$ cat config.mk
export PLATFORM = sky130hd
export DESIGN_NAME = dma_channel_sequencer
export DESIGN_NICKNAME = d
export VERILOG_FILES = /design/src/rtl/dma_pkg.sv /design/src/rtl/dma_prio_pick.sv /design/src/rtl/dma_channel_sequencer.sv
export SDC_FILE = /design/constraint.sdc
export NUM_CORES = 1
export LEC_CHECK = 0
export BUFFER_PORTS_ARGS = -buffer_cell sky130_fd_sc_hd__buf_2
export CAP_MARGIN = 5
export CORE_MARGIN = 2
export CORE_UTILIZATION = 55
export CTS_CLUSTER_DIAMETER = 120
export DETAILED_ROUTE_END_ITERATION = 16
export PLACE_DENSITY = 0.81
export RECOVER_POWER = 50
export SYNTH_ARGS = -nofsm -noshare
export SYNTH_HDL_FRONTEND = slang
export SYNTH_SLANG_ARGS = --single-unit
$ cat constraint.sdc
create_clock -name clk -period 5.1 [get_ports clk]
set_input_delay 1.275 -clock clk [delete_from_list [all_inputs] [get_ports clk]]
set_output_delay 1.275 -clock clk [all_outputs]
set_load 0.05 [all_outputs]
$ cat src/rtl/dma_pkg.sv
// Shared types and helpers for the 4-channel DMA sequencer: channel index,
// sequencer state encoding and the one-hot acknowledge decoder.
package dma_pkg;

  localparam int NUM_CH = 4;

  typedef logic [1:0] ch_idx_t;

  typedef enum logic [1:0] {
    IDLE     = 2'd0,
    HOLD_REQ = 2'd1,
    XFER     = 2'd2,
    RELEASE  = 2'd3
  } state_e;

  function automatic logic [NUM_CH-1:0] onehot4(input ch_idx_t ch);
    logic [NUM_CH-1:0] v;
    v     = '0;
    v[ch] = 1'b1;
    return v;
  endfunction

endpackage

$ cat src/rtl/dma_prio_pick.sv
// Combinational request picker: fixed priority (ch0 highest) or rotating
// priority starting at ptr and wrapping modulo NUM_CH.
module dma_prio_pick
  import dma_pkg::*;
(
  input  logic [NUM_CH-1:0] req,
  input  logic              sel,
  input  ch_idx_t           ptr,
  output logic              valid,
  output ch_idx_t           winner
);

  ch_idx_t idx;

  always_comb begin
    valid  = |req;
    winner = '0;
    idx    = '0;
    // Walk from the lowest-priority slot up so the last hit is the winner.
    if (!sel) begin
      for (int i = NUM_CH - 1; i >= 0; i--) begin
        if (req[i]) winner = ch_idx_t'(i);
      end
    end else begin
      for (int k = NUM_CH - 1; k >= 0; k--) begin
        idx = ptr + ch_idx_t'(k);
        if (req[idx]) winner = idx;
      end
    end
  end

endmodule

$ cat src/rtl/dma_channel_sequencer.sv
// DMA channel arbiter/sequencer: picks a channel, runs the HRQ/HLDA hold
// handshake, then acknowledges the winner for a burst of up to BURST_LEN beats.
module dma_channel_sequencer
  import dma_pkg::*;
#(
  parameter int BURST_LEN = 4,
  parameter int CNT_W     = 4
) (
  input  logic              clk,
  input  logic              reset,
  input  logic              sel,
  input  logic [NUM_CH-1:0] dreq,
  input  logic [NUM_CH-1:0] mask,
  input  logic              hlda,
  output logic              hrq,
  output logic [NUM_CH-1:0] dack,
  output logic [1:0]        active_ch,
  output logic              xfer_strobe,
  output logic              tc
);

  state_e            state_q, state_d;
  ch_idx_t           active_q, active_d;
  ch_idx_t           ptr_q, ptr_d;
  logic [CNT_W-1:0]  cnt_q, cnt_d;

  logic [NUM_CH-1:0] req;
  logic              req_act;
  logic              pick_valid;
  ch_idx_t           pick_winner;

  assign req     = dreq & ~mask;
  assign req_act = req[active_q];

  dma_prio_pick u_pick (
    .req    (req),
    .sel    (sel),
    .ptr    (ptr_q),
    .valid  (pick_valid),
    .winner (pick_winner)
  );

  // Outputs decode straight from state so an async reset clears them at once.
  assign hrq         = (state_q == HOLD_REQ) || (state_q == XFER);
  assign dack        = (state_q == XFER) ? onehot4(active_q) : '0;
  assign active_ch   = active_q;
  assign xfer_strobe = (state_q == XFER) && req_act && hlda;
  assign tc          = xfer_strobe && (cnt_q == CNT_W'(1));

  always_comb begin
    state_d  = state_q;
    active_d = active_q;
    ptr_d    = ptr_q;
    cnt_d    = cnt_q;
    case (state_q)
      IDLE: begin
        if (pick_valid) begin
          active_d = pick_winner;
          cnt_d    = CNT_W'(BURST_LEN);
          state_d  = HOLD_REQ;
        end
      end
      HOLD_REQ: begin
        // A withdrawn request wins over a simultaneous hold acknowledge.
        if (!req_act)  state_d = IDLE;
        else if (hlda) state_d = XFER;
      end
      XFER: begin
        if (xfer_strobe) begin
          cnt_d = cnt_q - CNT_W'(1);
          if (cnt_q == CNT_W'(1)) state_d = RELEASE;
        end else begin
          state_d = RELEASE;
        end
      end
      RELEASE: begin
        ptr_d = active_q + ch_idx_t'(1);
        if (!hlda) state_d = IDLE;
      end
      default: state_d = IDLE;
    endcase
  end

  always_ff @(posedge clk or posedge reset) begin
    if (reset) begin
      state_q  <= IDLE;
      active_q <= '0;
      ptr_q    <= '0;
      cnt_q    <= '0;
    end else begin
      state_q  <= state_d;
      active_q <= active_d;
      ptr_q    <= ptr_d;
      cnt_q    <= cnt_d;
    end
  end

endmodule

==> results.yml <==
critical_path:
  launching_element_of_the_worst_setup_path: "mask[3]"
  slowest_delay_ps: 410
  capturing_element_type_of_the_critical_path: "output pin"
  crit_type: "input pin to output pin"
  critPathMaxFanout: 8
  critical_path.reg2reg.startpoint: "active_ch[0]"
  critPathSlowestCell: "sky130_fd_sc_hd__mux4_2"
  timing.critical_path.mode_cell: "sky130_fd_sc_hd__buf_2"
  worst_r2r_endpoint: "cnt_q[0]"
  path_cells: "buf_2, nor2b_1, mux4_2, nand2_2, inv_2, buf_2"
  required_ps: 3830
  worst_ep_arrival_time_ps: 2620
  critical_path_startpoint_category: "input pin"
  ff2ff_setup_slack_ps: 3240
  reg2reg_depth: 6
timing:
  timing.final.hold_violations: 0
  timing.fmax_mhz: 257
  finClkSkew_ps: 0.338
  finalMaxSlewViolations: 0
  timing.slew.headroom_pct: 61.0
  final.min_clock_period_ps: 3900
  worstMarginPinSlew_ps: 588
  final.setup.tns_ps: 0
  final_critical_path_share_of_the_clock_period_pct: 76.4
  rsz0062_at_grt: "no"
  final-setup-viol-count: 0
clock_network:
  max-clock-path-buffers: 2
  cts_hold_buf: 0
  worst_skew_pair.late_latency_ps: 270
  postCtsSetupBuffers: 0
  cts_sinks: 10
  clk_pin_slew_worst_paths_ps: 70
  postCtsResizedCells: 0
  ctsRootBufferMaster: "sky130_fd_sc_hd__clkbuf_4"
  numCtsBuffers: 3
  number_of_levels_in_the_clock_h_tree: 1
  tritoncts: "done"
power_and_ir_drop:
  p_leak_nw: 0.479
  power.net_switching_w: 0.000271
  p_clk_share_pct: 14.0
  power.density_cell_area_nw_per_um2: 527
  internal_power_w: 0.000258
  largest_vdd_supply_drop_mv: 0.352
  switching_share_pct: 51.2
  seqPwrFrac_pct: 29.9
  pwr-share-comb_pct: 56.2
global_routing:
  global_route.overflow_total: 0
  grt_pass1_vias: 737
  top_usage_layer: "met2"
  grt_pass1_wl_mm: 3.25
  grt_antenna_before_repair: 0
  globalRouteTotalUtil_pct: 22.9
  pin_count_of_the_biggest_net_entering_global_routing: 11
  global_route.usage.met3_pct: 2.92
  met2_usage_pct: 37.4
  met1_usage_pct: 29.6
synth:
  post_synth_instance_area_um2: 863
  number_of_enable_flip_flop_cells_after_synthesis: 0
  synth-main-ff-cell: "sky130_fd_sc_hd__dfrtp_1"
  yosysWarnings: 0
  postSynthRegisterBits: 10
  synth_nets: 119
  synthArstFlopShare_pct: 100
  post_synthesis_average_cell_area_um2: 8.99
  seq_area_frac_synth_pct: 29.0
  synth_cells: 96
  post_synth_num_cell_types: 40
worst_hold_path:
  worstHoldStart: "cnt_q[3]"
  whs_endpoint: "cnt_q[3]"
  timing.hold.worst.class: "register to register"
  hold-path-cell-count: 1
layout:
  diodes: 0
  fill_cells: 122
  design.final.nets: 143
  area_delta_synth_final_pct: 16.4
  layout.area.seq_um2: 250
  design_area_um2: 1000
  multi_input_comb_area_um2: 562
  drive_gt1_share_pct: 25.2
detailed_routing:
  drtIter0Drc: 30
  firstDrtPassIters: 4
  remaining_drc_errors: 0
  route.detailed.vias_per_inst: 5.77
  antenna_left: 0
  num_vias: 779
  wl_per_cell_um: 13.9
  routed_wirelength_mm: 1.87
placed_design:
  finalWeightedCongestion: 0.900
  detailed_place.area_um2: 972
  estimated_wirelength_of_the_detail_placed_design_mm: 1.46
  buffer_ports.inserted: 20
floorplan:
  core_area_um2: 1490
  i_o_pins: 21
  std_cell_rows: 14
  floorplan.initialDensity_pct: 58.0
  die_h_um: 43.6
  die_area_um2: 1900
  dieWidth_um: 43.6
outcome:
  run_status: "finished, final reports clean"
job:
  cap_viol_max_count: 0
==> cell usage after synthesis, types with 2 or more instances <==
cell	n	area share, %
sky130_fd_sc_hd__o221ai_1	2	2.0
sky130_fd_sc_hd__nor2b_1	2	1.4
sky130_fd_sc_hd__and2_1	4	2.9
sky130_fd_sc_hd__o21a_1	2	1.7
sky130_fd_sc_hd__a32oi_1	2	2.0
sky130_fd_sc_hd__inv_1	9	3.9
sky130_fd_sc_hd__nand2_1	8	3.5
sky130_fd_sc_hd__nor2b_2	2	2.0
sky130_fd_sc_hd__o21ai_0	4	2.3
sky130_fd_sc_hd__dfrtp_1	10	29
sky130_fd_sc_hd__nand2b_1	3	2.2
sky130_fd_sc_hd__a41oi_1	2	2.0
sky130_fd_sc_hd__a21oi_1	3	1.7
sky130_fd_sc_hd__nor4_1	2	1.4
sky130_fd_sc_hd__nor2_1	6	2.6
sky130_fd_sc_hd__ha_1	11	16
==> registers in the layout (all words and copies together) (netlist names), named ones only <==
signal,flops
cnt_q,4
active_ch,2
ptr_q,2
state_q,1
==> critical path, delay by kind of cell <==
kind / cells / cell delay [ps]
mux: 1 / 410
buf+inv: 3 / 480
simple gates: 2 / 470
==> worst max path at each step <==
stage / to / slack [ps]
floorplan: tc / 1300
global placement: xfer_strobe / 1380
detailed placement: xfer_strobe / 1340
CTS: xfer_strobe / 1340
global route: xfer_strobe / 1070
finish: xfer_strobe / 1200
==> layout make-up <==
type,instances,area share (%)
well taps,16,1.99
flip-flops and latches,10,24.9
repair buffers,20,9.84
inverters,10,3.74
clock buffers,4,3.61
multi-input cells,75,55.9
==> cell usage in the layout, fill, tap and decap left out, types with 2 or more instances in the layout <==
cell type | synthesis | routed
sky130_fd_sc_hd__a21oi_1 | 3 | 3
sky130_fd_sc_hd__a32oi_1 | 2 | 2
sky130_fd_sc_hd__a41oi_1 | 2 | 2
sky130_fd_sc_hd__and2_1 | 4 | 4
sky130_fd_sc_hd__buf_2 | 0 | 19
sky130_fd_sc_hd__clkbuf_4 | 0 | 3
sky130_fd_sc_hd__dfrtp_1 | 10 | 10
sky130_fd_sc_hd__ha_1 | 11 | 11
sky130_fd_sc_hd__inv_1 | 9 | 9
sky130_fd_sc_hd__nand2_1 | 8 | 8
sky130_fd_sc_hd__nand2b_1 | 3 | 3
sky130_fd_sc_hd__nor2_1 | 6 | 6
sky130_fd_sc_hd__nor2b_1 | 2 | 3
sky130_fd_sc_hd__nor4_1 | 2 | 2
sky130_fd_sc_hd__o21a_1 | 2 | 2
sky130_fd_sc_hd__o21ai_0 | 4 | 4
sky130_fd_sc_hd__o221ai_1 | 2 | 2
==> power by group through the flow <==
stage,combinational (W),sequential [W],clock (W)
after floorplan,0.000213,0.000175,0
after global placement,0.000290,0.000156,0
after detailed placement,0.000299,0.000158,0
after CTS,0.000299,0.000156,0.0000748
after global routing,0.000330,0.000164,0.0000776
final,0.000297,0.000158,0.0000741
==> kinds of logic (layout without fill, tap and decap cells) <==
| logic type | after synthesis | after routing | synth area share (%) |
|---|---|---|---|
| flops | 10 | 10 | 29.0 |
| compound gates | 27 | 27 | 22.5 |
| simple gates | 34 | 34 | 21.9 |
| fa+ha+maj | 11 | 11 | 15.9 |
| mux | 3 | 3 | 5.07 |
| buf+inv | 11 | 34 | 5.65 |
==> metal layers <==
| metal | wire length, um | vias up |
|---|---|---|
| met3 | 88 | 2 |
| met2 | 904 | 22 |
| li1 | - | 395 |
| met5 | 0 | - |
| met4 | 10 | 0 |
| met1 | 866 | 360 |
==> through the flow <==
step / util (%) / cells / power (W) / hold slack, ps / setup WS, ps
2_1_floorplan: - / 96 / 0.000388 / 490 / 1300
3_3_place_gp: 65.3 / 131 / 0.000446 / 519 / 1380
3_5_place_dp: 65.3 / 131 / 0.000456 / 515 / 1340
4_1_cts: 67.7 / 135 / 0.000530 / 531 / 1340
5_1_grt: 67.5 / 135 / 0.000572 / 579 / 1070
6_report: 67.5 / 135 / 0.000529 / 530 / 1200
No activity file was read; power rests on OpenSTA's default activity.
